$ cat config.mk
export PLATFORM = sky130hd
export DESIGN_NAME = vend_dispense_arbiter
export DESIGN_NICKNAME = d
export VERILOG_FILES = /design/src/rtl/vend_dispense_arbiter.sv
export SDC_FILE = /design/constraint.sdc
export NUM_CORES = 1
export LEC_CHECK = 0
export BUFFER_PORTS_ARGS = -buffer_cell sky130_fd_sc_hd__buf_2
export CAP_MARGIN = 15
export CORE_MARGIN = 2
export CORE_UTILIZATION = 40
export CTS_BUF_LIST = sky130_fd_sc_hd__clkbuf_2 sky130_fd_sc_hd__clkbuf_4 sky130_fd_sc_hd__clkbuf_8
export CTS_CLUSTER_DIAMETER = 60
export DETAILED_ROUTE_END_ITERATION = 8
export GPL_TIMING_DRIVEN = 1
export SYNTH_ARGS = -nofsm -noshare
export SYNTH_HDL_FRONTEND = slang
export SYNTH_SLANG_ARGS = --single-unit
export TNS_END_PERCENT = 30
$ cat constraint.sdc
create_clock -name clk -period 6.7 [get_ports clk]
set_clock_uncertainty 0.2 [all_clocks]
set_input_delay 1.005 -clock clk [delete_from_list [all_inputs] [get_ports clk]]
set_output_delay 1.005 -clock clk [all_outputs]
set_load 0.03 [all_outputs]
$ cat src/rtl/vend_dispense_arbiter.sv
// Round-robin arbiter that shares one dispense motor between NUM_SLOTS slot requesters,
// with per-slot stock counting, motor timeout fault, and optional VEND_LOW_STOCK_EN flags.
module vend_dispense_arbiter #(
    parameter int NUM_SLOTS     = 4,
    parameter int STOCK_MAX     = 8,
    parameter int MOTOR_TIMEOUT = 16
) (
    input  logic                         clk,
    input  logic                         rst,
`ifdef VEND_LOW_STOCK_EN
    output logic [NUM_SLOTS-1:0]         low_stock,
`endif
    input  logic [NUM_SLOTS-1:0]         req,
    output logic [NUM_SLOTS-1:0]         ack,
    output logic                         ack_ok,
    output logic                         ack_empty,
    output logic                         ack_fault,
    output logic                         motor_start,
    output logic [$clog2(NUM_SLOTS)-1:0] motor_sel,
    input  logic                         motor_done,
    input  logic                         restock,
    input  logic [$clog2(NUM_SLOTS)-1:0] restock_slot,
    output logic                         fault,
    input  logic                         fault_clr,
    output logic                         busy
);

    localparam int SEL_W   = $clog2(NUM_SLOTS);
    localparam int IDX_W   = SEL_W + 1;
    localparam int STOCK_W = $clog2(STOCK_MAX + 1);
    localparam int TIMER_W = $clog2(MOTOR_TIMEOUT + 1);

    typedef enum logic [1:0] {IDLE, GRANT, WAIT, FAULT} state_t;

    state_t               state_q, state_d;
    logic [SEL_W-1:0]     motor_sel_q, motor_sel_d;
    logic [SEL_W-1:0]     rr_ptr_q, rr_ptr_d;
    logic [TIMER_W-1:0]   timer_q, timer_d;
    logic [STOCK_W-1:0]   stock_q [NUM_SLOTS];
    logic [STOCK_W-1:0]   stock_d [NUM_SLOTS];
    logic [NUM_SLOTS-1:0] ack_q, ack_d;
    logic                 ack_ok_q, ack_ok_d;
    logic                 ack_empty_q, ack_empty_d;
    logic                 ack_fault_q, ack_fault_d;
    logic                 motor_start_q, motor_start_d;
    logic                 fault_q, fault_d;
    logic                 busy_q, busy_d;

    logic [SEL_W-1:0]     winner;
    logic                 found;
    logic [IDX_W-1:0]     idx_w;
    logic [SEL_W-1:0]     rr_next;

    // Scan from rr_ptr upward, wrapping, and take the first asserted request.
    always_comb begin
        winner = '0;
        found  = 1'b0;
        idx_w  = '0;
        for (int i = 0; i < NUM_SLOTS; i++) begin
            idx_w = {1'b0, rr_ptr_q} + IDX_W'(i);
            if (idx_w >= IDX_W'(NUM_SLOTS)) begin
                idx_w = idx_w - IDX_W'(NUM_SLOTS);
            end
            if (!found && req[idx_w[SEL_W-1:0]]) begin
                found  = 1'b1;
                winner = idx_w[SEL_W-1:0];
            end
        end
    end

    assign rr_next = (motor_sel_q == SEL_W'(NUM_SLOTS - 1)) ? '0 : motor_sel_q + SEL_W'(1);

    always_comb begin
        state_d       = state_q;
        motor_sel_d   = motor_sel_q;
        rr_ptr_d      = rr_ptr_q;
        timer_d       = timer_q;
        stock_d       = stock_q;
        ack_d         = '0;
        ack_ok_d      = 1'b0;
        ack_empty_d   = 1'b0;
        ack_fault_d   = 1'b0;
        motor_start_d = 1'b0;
        fault_d       = fault_q;

        case (state_q)
            IDLE: begin
                if (found) begin
                    motor_sel_d = winner;
                    state_d     = GRANT;
                end
            end
            GRANT: begin
                if (stock_q[motor_sel_q] == '0) begin
                    ack_d[motor_sel_q] = 1'b1;
                    ack_empty_d        = 1'b1;
                    rr_ptr_d           = rr_next;
                    state_d            = IDLE;
                end else begin
                    motor_start_d = 1'b1;
                    timer_d       = '0;
                    state_d       = WAIT;
                end
            end
            WAIT: begin
                timer_d = timer_q + TIMER_W'(1);
                // A done pulse on the expiry edge still counts as a successful dispense.
                if (motor_done) begin
                    if (stock_q[motor_sel_q] != '0) begin
                        stock_d[motor_sel_q] = stock_q[motor_sel_q] - STOCK_W'(1);
                    end
                    ack_d[motor_sel_q] = 1'b1;
                    ack_ok_d           = 1'b1;
                    rr_ptr_d           = rr_next;
                    state_d            = IDLE;
                end else if (timer_q == TIMER_W'(MOTOR_TIMEOUT - 1)) begin
                    ack_d[motor_sel_q] = 1'b1;
                    ack_fault_d        = 1'b1;
                    fault_d            = 1'b1;
                    rr_ptr_d           = rr_next;
                    state_d            = FAULT;
                end
            end
            FAULT: begin
                if (fault_clr) begin
                    fault_d = 1'b0;
                    state_d = IDLE;
                end
            end
            default: state_d = IDLE;
        endcase

        // Restock is applied last so it overrides a same-edge decrement.
        if (restock && (int'(restock_slot) < NUM_SLOTS)) begin
            stock_d[restock_slot] = STOCK_W'(STOCK_MAX);
        end

        busy_d = (state_d != IDLE);
    end

`ifdef VEND_LOW_STOCK_EN
    logic [NUM_SLOTS-1:0] low_stock_q, low_stock_d;

    always_comb begin
        low_stock_d = '0;
        for (int i = 0; i < NUM_SLOTS; i++) begin
            low_stock_d[i] = (stock_q[i] <= STOCK_W'(1));
        end
    end

    assign low_stock = low_stock_q;
`endif

    always_ff @(posedge clk or posedge rst) begin
        if (rst) begin
            state_q       <= IDLE;
            motor_sel_q   <= '0;
            rr_ptr_q      <= '0;
            timer_q       <= '0;
            ack_q         <= '0;
            ack_ok_q      <= 1'b0;
            ack_empty_q   <= 1'b0;
            ack_fault_q   <= 1'b0;
            motor_start_q <= 1'b0;
            fault_q       <= 1'b0;
            busy_q        <= 1'b0;
            for (int i = 0; i < NUM_SLOTS; i++) begin
                stock_q[i] <= STOCK_W'(STOCK_MAX);
            end
`ifdef VEND_LOW_STOCK_EN
            low_stock_q   <= '0;
`endif
        end else begin
            state_q       <= state_d;
            motor_sel_q   <= motor_sel_d;
            rr_ptr_q      <= rr_ptr_d;
            timer_q       <= timer_d;
            ack_q         <= ack_d;
            ack_ok_q      <= ack_ok_d;
            ack_empty_q   <= ack_empty_d;
            ack_fault_q   <= ack_fault_d;
            motor_start_q <= motor_start_d;
            fault_q       <= fault_d;
            busy_q        <= busy_d;
            stock_q       <= stock_d;
`ifdef VEND_LOW_STOCK_EN
            low_stock_q   <= low_stock_d;
`endif
        end
    end

    assign ack         = ack_q;
    assign ack_ok      = ack_ok_q;
    assign ack_empty   = ack_empty_q;
    assign ack_fault   = ack_fault_q;
    assign motor_start = motor_start_q;
    assign motor_sel   = motor_sel_q;
    assign fault       = fault_q;
    assign busy        = busy_q;

endmodule

Word-level counts from Yosys, hierarchy flattened
Cells that the tools add are included.
{ "totals": {"register_bits": 37, "inputBits": 11, "word_cells": 138, "output_inout_bits": 12} }
{ "op_classes": {"order_cmp": 14, "reduce_logical": 19, "n_bitwise": 5, "add_sub_neg": 10, "mux": 64, "n_eq_ne": 11} }
{ "ops": {"columns": ["operator", "count"], "rows": [
  ["$mux W16", 4],
  ["$mux W2", 17],
  ["$mux W4", 7],
  ["$mux W1", 21],
  ["$bwmux W16", 1],
  ["$demux W4 S2", 2],
  ["$ge A3 B3 Y1 const B", 5],
  ["$lt A2 B3 Y1 const B", 5],
  ["$and A12 B12 Y12", 1],
  ["$not A12 Y12", 1],
  ["$ne A2 B2 Y1 const B", 5],
  ["$pmux W5 S2", 1],
  ["$bmux W1 S2", 4],
  ["$bmux W4 S2", 1],
  ["$pmux W2 S4", 1],
  ["$pmux W4 S2", 1],
  ["$sub A2 B1 Y2 const B", 4],
  ["$add A2 B2 Y3 const B", 2],
  ["$eq A2 B2 Y1 const B", 3],
  ["$logic_and A1 B1 Y1", 6],
  ["$lt A3 B1 Y1 const B", 2],
  ["$not A2 Y3", 2],
  ["$reduce_bool A2 Y1", 3],
  ["$add A5 B1 Y5 const B", 1],
  ["20 further kinds", 23]
]} }

Longest topological paths before layout
Gate-level depths: netlist of the first run.
{ "logic_depth": {"depth_word": 17, "depth_mapped": 9, "mapped_depth_nobuf": 8} }

Worst setup path after synthesis of the first run
OpenSTA, ideal clock, no wires.
{ "synth_timing": {"path_type": "flip-flop to flip-flop", "startpoint": "register motor_sel_q[0] (netlist: motor_sel[0])", "endpoint": "register rr_ptr_q[0]", "path_stages_with_launch": 10, "slack_ns": 3.805, "n_path_buf": 1, "arrival_ns": 2.570, "required_time_ns": 6.375, "cell_sequence": "dfrtp_1 buf_6 mux4_2 inv_1 ha_1 nand2_1 o22a_2 o21ai_1 o21a_1 mux2_2"} }
{ "synth_between": {"elab_chain_len": 7, "word_cells_on_any_way": 14, "cone_classes": "add/sub (1); eq/ne (2); mux (8); bitwise (1); reduce/logical (2)"} }
{ "synth_rtl": {"columns": ["item", "line", "rtl"], "rows": [
  ["start, declared", "36", "logic [SEL_W-1:0] motor_sel_q, motor_sel_d;"],
  ["start signal, assigned", "175", "motor_sel_q <= motor_sel_d;"],
  ["$not A2 Y3 (not written as such)", "94", "if (stock_q[motor_sel_q] == '0) begin"],
  ["$bmux W4 S2", "94", null],
  ["$mux W4 (not written as such) (2 in series)", "94", null],
  ["$logic_not A4 Y1", "94", null],
  ["$ne A2 B2 Y1 (no line)", null, null],
  ["$reduce_and A3 Y1 (no line)", null, null],
  ["end signal, assigned", "176", "rr_ptr_q <= rr_ptr_d;"],
  ["end, declared", "37", "logic [SEL_W-1:0] rr_ptr_q, rr_ptr_d;"]
]} }
Several ways; a longest one is shown, not always the timed one. The select of a mux whose other input is x is not followed.
A chain may end at the register's enable or synchronous reset.

Worst setup path in the final report of the first run
Same ends and word-level chain as after synthesis.

==> flow_summary.yaml, run 1 <==
setup_path:
  critical_path_class: "flop to flop"
  crit_path_start: "motor_sel[0]"
  worst_ep_required_time_ps: 6680
  worstReg2RegStart: "motor_sel[0]"
  critical_path_arrival_ps: 2980
  critical_path.max_fanout: 11
  setup.worst_path.start_class: "flop"
  worst_setup_path_end_kind: "flop"
global_routing:
  grt.met3_usage_pct: 4.42
  grt.busiest_layer: "met2"
  wire_length_of_the_first_global_routing_pass_um: 6330
  fraction_of_met2_tracks_used_by_global_routing_pct: 21.4
  antenna_found_initial: 0
  globalRouteTotalUtil_pct: 15.2
  pin_count_of_the_biggest_net_entering_global_routing: 38
  grt_overflow: 0
  grt_pass1_vias: 1381
  grtUsageMet1_pct: 21.4
clocking:
  cts.hold.buffers_added: 0
  post_cts_resized: 0
  cts_setup_buffers: 0
  cts_root_buf: "sky130_fd_sc_hd__clkbuf_8"
  cts_tree: "yes"
  clock_latency_ps: 290
  ctsLongestPathBuffers: 2
  clkSlewWorstSetupHoldPaths_ps: 80
  cts_made_buffers: 5
  cts_htree_levels: 2
  clkSinkCount: 37
power:
  vdd_ir_drop_max_mv: 0.137
  p_leak_nw: 1.18
  cellPowerDensity_nw_per_um2: 408
final_layout:
  finish.cell_count_without_fillers: 285
  drive_above_1_share_pct: 23.4
  final_area_sq_um: 2260
  area_added_between_synthesis_and_finish_pct: 12.6
  finalNetCount: 240
  antenna-diode-count: 0
timing:
  final.min_clock_period_ps: 3000
  max_freq_mhz: 333
  worstMarginPinSlew_ps: 749
  report.final.slew_viol_count: 0
  setup_slack_ps: 3700
  rsz0062_at_grt: "no"
  max-slew-margin-rel_pct: 50.0
  setup-violations-final: 0
  finalHoldWorstSlack_ps: 293
  final_report_hold_violation_count: 0
  final.setup.tns_ps: 0
  period_utilization_pct: 44.8
hold_path:
  min_path_type: "flop to flop"
  worstHoldStart: "timer_q[4]"
routing:
  route.antenna.remaining_nets: 0
  detail_route.drc_violations: 0
  firstDrtPassIters: 4
  avgRoutedWirePerCell_um: 13.0
  totalWireLength_um: 3700
  dr.first_iter.drc_count: 79
  routed-via-count: 1417
  via_per_inst: 4.97
run_status:
  outcome: "finished, final reports clean"
logic_synthesis:
  number_of_distinct_library_cell_variants_in_the_gate_level_netlist_after_synthesis: 39
  share_of_async_settable_or_async_resettable_flops_after_synthesis_pct: 100
  synth-warning-count: 0
  syn_area_per_cell_sq_um: 10.5
  syn-cell-area_sq_um: 2010
  post-synth-top-area-fraction_pct: 41.1
  synth_seq_cells: 37
  synth_flop_cell: "sky130_fd_sc_hd__dfrtp_1"
  synth.area.top_cells: "sky130_fd_sc_hd__dfrtp_1 (41%), sky130_fd_sc_hd__ha_1 (7.5%), sky130_fd_sc_hd__mux2i_1 (7.0%), sky130_fd_sc_hd__dfstp_2 (5.2%), sky130_fd_sc_hd__nor2_1 (4.3%)"
  syn-num-nets: 215
  post-synth-top-area-cell: "sky130_fd_sc_hd__dfrtp_1"
  synth_sequential_area_ratio_pct: 46.4
  syn_inst: 192
  synth_edf_count: 0
place:
  port_buffers: 22
  post-place-ws_ps: 3680
  dp_cells: 277
  place_hpwl_um: 2680
  routabilityCongestion: 0.754
  place_area_sq_um: 2170
run:
  maxcap_violations: 0
floorplanning:
  die_w_um: 74.9
  dieArea_sq_um: 5600
  num_rows: 25
  floorplan.initialDensity_pct: 42.0
  pin_count: 23
  coreArea_sq_um: 4790
  fp.dieH_um: 74.9
-- path summary, 6_finish.rpt --
kind	to	slack [ps]	cells past startpoint
max	rr_ptr_q[0]	3700	8
min	timer_q[4]	290	2
max reg2reg	rr_ptr_q[0]	3700	8
min reg2reg	timer_q[4]	290	2
max in group asynchronous	stock_q[7]	5340	3
min in group asynchronous	stock_q[10]	600	3
-- state kept, by name, summed over array words and instances, names as in the netlist --
register,flops
state_q,2
rr_ptr_q,2
motor_start,1
busy,1
ack_fault,1
timer_q,5
stock_q,16
ack,4
motor_sel,2
fault,1
ack_empty,1
ack_ok,1
-- metal layers --
| layer | wire length, um | up-vias | share of wire [%] |
|---|---|---|---|
| met3 | 130 | 10 | 3.5 |
| met2 | 1590 | 23 | 43 |
| met1 | 1890 | 675 | 51 |
| met4 | 83 | 0 | 2.2 |
| met5 | 0 | - | 0 |
| li1 | - | 709 | - |
-- cells in the mapped netlist (2+ instances only) --
cell                       count
sky130_fd_sc_hd__a21oi_1       8
sky130_fd_sc_hd__mux2_2        5
sky130_fd_sc_hd__o211ai_2      4
sky130_fd_sc_hd__nor3_1        7
sky130_fd_sc_hd__nand3_1       3
sky130_fd_sc_hd__inv_1        15
sky130_fd_sc_hd__nor2_1       23
sky130_fd_sc_hd__and3_1        2
sky130_fd_sc_hd__nor2b_1       2
sky130_fd_sc_hd__o21ai_0       8
sky130_fd_sc_hd__ha_1         12
sky130_fd_sc_hd__and2_1        5
sky130_fd_sc_hd__dfstp_2       4
sky130_fd_sc_hd__mux4_2        3
sky130_fd_sc_hd__dfrtp_1      33
sky130_fd_sc_hd__clkbuf_1      2
sky130_fd_sc_hd__nand2b_1      3
sky130_fd_sc_hd__o21a_1        3
sky130_fd_sc_hd__buf_6         2
sky130_fd_sc_hd__nand2_1      16
sky130_fd_sc_hd__mux2i_1      14
-- layout make-up --
cell class / count / area (sq um)
Tap cell: 67 / 83.8
Sequential cell: 37 / 931
Multi-Input combinational cell: 135 / 986
Clock buffer: 6 / 76.3
Inverter: 15 / 56.3
Fill cell: 449 / 2520
Clock inverter: 2 / 10.0
Timing Repair Buffer: 23 / 118
-- report_power, final --
group          total, mW  switching, mW  internal, mW
logic              0.412          0.242         0.169
registers          0.356         0.0591         0.297
clock network      0.155         0.0788        0.0761
-- per-stage QoR --
step / power [mW] / util, %
global route: 0.992 / 47.2
CTS: 0.932 / 47.2
detailed placement: 0.774 / 45.4
finish: 0.922 / 47.2
global placement: 0.770 / 45.4
floorplan: 0.691 / -
-- logic make-up after synthesis --
logic type	count (synthesis)	share of synthesized area [%]
AO/OA/AOI/OAI	32	11.7
flip-flops	37	46.4
multiplexers	22	13.1
adder cells (fa/ha/maj)	12	7.48
buffers and inverters	20	4.55
XOR/XNOR	2	0.872
AND/OR/NAND/NOR	67	16.0
-- cells in the final DEF, fill, tap and decap left out, types with 2 or more instances in the layout --
cell type,instances
sky130_fd_sc_hd__nand2b_1,3
sky130_fd_sc_hd__and2_1,5
sky130_fd_sc_hd__mux2i_1,14
sky130_fd_sc_hd__nor3_1,7
sky130_fd_sc_hd__and3_1,2
sky130_fd_sc_hd__buf_2,22
sky130_fd_sc_hd__mux2_2,5
sky130_fd_sc_hd__a21oi_1,8
sky130_fd_sc_hd__nand3_1,3
sky130_fd_sc_hd__clkbuf_8,5
sky130_fd_sc_hd__clkinv_2,2
sky130_fd_sc_hd__nor2b_1,2
sky130_fd_sc_hd__o21ai_0,8
sky130_fd_sc_hd__dfrtp_1,33
sky130_fd_sc_hd__inv_1,15
sky130_fd_sc_hd__o21a_1,3
sky130_fd_sc_hd__o211ai_2,4
sky130_fd_sc_hd__ha_1,12
sky130_fd_sc_hd__dfstp_2,4
sky130_fd_sc_hd__nand2_1,16
sky130_fd_sc_hd__mux4_2,3
sky130_fd_sc_hd__nor2_1,23
-- critical path, cell delays in order, from the launching register on --
cell and delay [ps]:
sky130_fd_sc_hd__dfrtp_1 590, sky130_fd_sc_hd__mux4_2 590, sky130_fd_sc_hd__inv_1 160, sky130_fd_sc_hd__ha_1 220, sky130_fd_sc_hd__nand2_1 70, sky130_fd_sc_hd__o22a_2 320, sky130_fd_sc_hd__o21ai_1 220, sky130_fd_sc_hd__o21a_1 190
sky130_fd_sc_hd__mux2_2 330
No activity file was read; power rests on OpenSTA's default activity.
==> run 2: changes to the inputs <==
Clock period 6.7 ns to 3.1 ns, I/O delays scaled along.
==> flow_summary.yaml, run 2 (synthesis results as in run 1) <==
routing:
  routed-via-count: 1400
  met1_length_um: 1890
  detail_route.drc_violations: 0
  firstDrtPassIters: 5
  highest-signal-layer: "met4"
  avgRoutedWirePerCell_um: 13.0
  dr_wl_met2_um: 1650
  dr.first_iter.drc_count: 43
  totalWireLength_um: 3730
  routed-wl-met3_um: 127
  route.antenna.remaining_nets: 0
  via_per_inst: 4.88
run_status:
  outcome: "finished, final reports clean"
final_layout:
  multiInputGateArea_sq_um: 986
  final_common_cell: "sky130_fd_sc_hd__dfrtp_1"
  sequential_cell_area_sq_um: 931
  final_core_util_pct: 47.8
  most-common-layout-cells: "sky130_fd_sc_hd__dfrtp_1 (33), sky130_fd_sc_hd__nor2_1 (23), sky130_fd_sc_hd__buf_2 (22)"
  antenna-diode-count: 0
  final.fill_count: 458
  max_flop_register: "stock_q"
  area_added_between_synthesis_and_finish_pct: 13.9
  drive_above_1_share_pct: 24.1
  finalNetCount: 242
  largest_register_ff_count: 16
floorplanning:
  dieArea_sq_um: 5600
  die_w_um: 74.9
  pin_count: 23
  num_rows: 25
  floorplan.initialDensity_pct: 42.0
  coreArea_sq_um: 4790
  fp.dieH_um: 74.9
setup_path:
  timing.critical_path.max_delay_family: "multiplexers"
  worst_setup_path_end_kind: "flop"
  critical_path_class: "flop to flop"
  critical_path_arrival_ps: 2720
  crit_path_top_delay_cell: "sky130_fd_sc_hd__mux4_2"
  worst_ep_required_time_ps: 3070
  setup.worst_path.start_class: "flop"
  critical_path.n_buffers_inverters: 1
  critical_path.max_fanout: 7
  critical_path.max_stage_delay_ps: 530
  timing.critical_path.cells: "mux4_2 -> inv_1 -> ha_1 -> nand2_1 -> o22a_2 -> o21ai_1 -> o21a_1 -> mux2_2"
place:
  port_buffers: 22
  routabilityCongestion: 0.761
  place_hpwl_um: 2820
  post-place-ws_ps: 373
global_routing:
  pin_count_of_the_biggest_net_entering_global_routing: 21
  globalRouteTotalUtil_pct: 15.6
  grt_overflow: 0
  grt_pass1_vias: 1359
  wire_length_of_the_first_global_routing_pass_um: 6430
  antenna_found_initial: 0
timing:
  setup_slack_ps: 346
  period_utilization_pct: 88.8
  rsz0062_at_grt: "no"
  final_report_hold_violation_count: 0
  setup-violations-final: 0
  worstMarginPinSlew_ps: 664
  report.final.slew_viol_count: 0
  finalHoldWorstSlack_ps: 64.3
  max-slew-margin-rel_pct: 55.7
  final.min_clock_period_ps: 2750
  final.setup.tns_ps: 0
  max_freq_mhz: 363
clocking:
  clkSlewWorstSetupHoldPaths_ps: 70
  cts_tree: "yes"
  cts_setup_buffers: 0
  cts_htree_levels: 2
  cts.hold.buffers_added: 0
  post_cts_resized: 0
  cts_made_buffers: 5
  clkSinkCount: 37
  cts_root_buf: "sky130_fd_sc_hd__clkbuf_8"
  clock_latency_ps: 290
  ctsLongestPathBuffers: 2
run:
  maxcap_violations: 0
power:
  vdd_ir_drop_max_mv: 0.390
  p_leak_nw: 1.19
  cellPowerDensity_nw_per_um2: 890
hold_path:
  min_path_type: "input port to asynchronous set/reset pin"
-- run 2: cell types whose count changed in the layout (fill, tap and decap cells not counted), sizes merged --
| cell | before | now |
|---|---|---|
| buf | 23 | 25 |
| clkbuf | 6 | 8 |
| clkinv | 2 | 0 |
-- run 2: metal layers --
metal / GRT usage [%] / vias up
li1: - / 714
met1: 20.9 / 661
met2: 24.3 / 18
met3: 4.15 / 7
met4: 5.95 / 0
met5: 0 / -
-- run 2: final timing paths --
check	startpoint	endpoint	slack, ps	cells past startpoint
worst max-delay path	motor_sel[0]	rr_ptr_q[1]	350	8
worst min-delay path	rst	stock_q[10]	60	2
worst max register to register	motor_sel[0]	rr_ptr_q[1]	350	8
worst min register to register	timer_q[4]	timer_q[4]	290	2
max in group asynchronous	rst	stock_q[7]	1860	3
min in group clk	fault_clr	fault	270	4
-- run 2: worst register-to-register path, cell delays in order (launching register included) --
cell	delay (ps)
sky130_fd_sc_hd__dfrtp_1	400
sky130_fd_sc_hd__mux4_2	530
sky130_fd_sc_hd__inv_1	160
sky130_fd_sc_hd__ha_1	220
sky130_fd_sc_hd__nand2_1	60
sky130_fd_sc_hd__o22a_2	300
sky130_fd_sc_hd__o21ai_1	220
sky130_fd_sc_hd__o21a_1	190
sky130_fd_sc_hd__mux2_2	340
-- run 2: final cells by class --
type                            count  share of cell area (%)
Timing Repair Buffer               25                    5.80
Inverter                           15                    2.46
Tap cell                           67                    3.67
Multi-Input combinational cell    135                    43.1
Clock buffer                        8                    4.27
Sequential cell                    37                    40.7
-- run 2: per-stage QoR --
step | power, mW | std cells | cell area (sq um)
final | 2.03 | 287 | 2290
after global routing | 2.20 | 287 | 2290
after CTS | 2.06 | 287 | 2290
after detailed placement | 1.69 | 279 | 2190
after global placement | 1.69 | 279 | 2190
after floorplan | 1.49 | 192 | 2010
-- run 2: report_power, final --
part	internal, mW	switching, mW	leakage [nW]	total [mW]
clock network	0.199	0.158	0.0523	0.357
logic	0.381	0.559	0.652	0.940
registers	0.642	0.0961	0.486	0.738
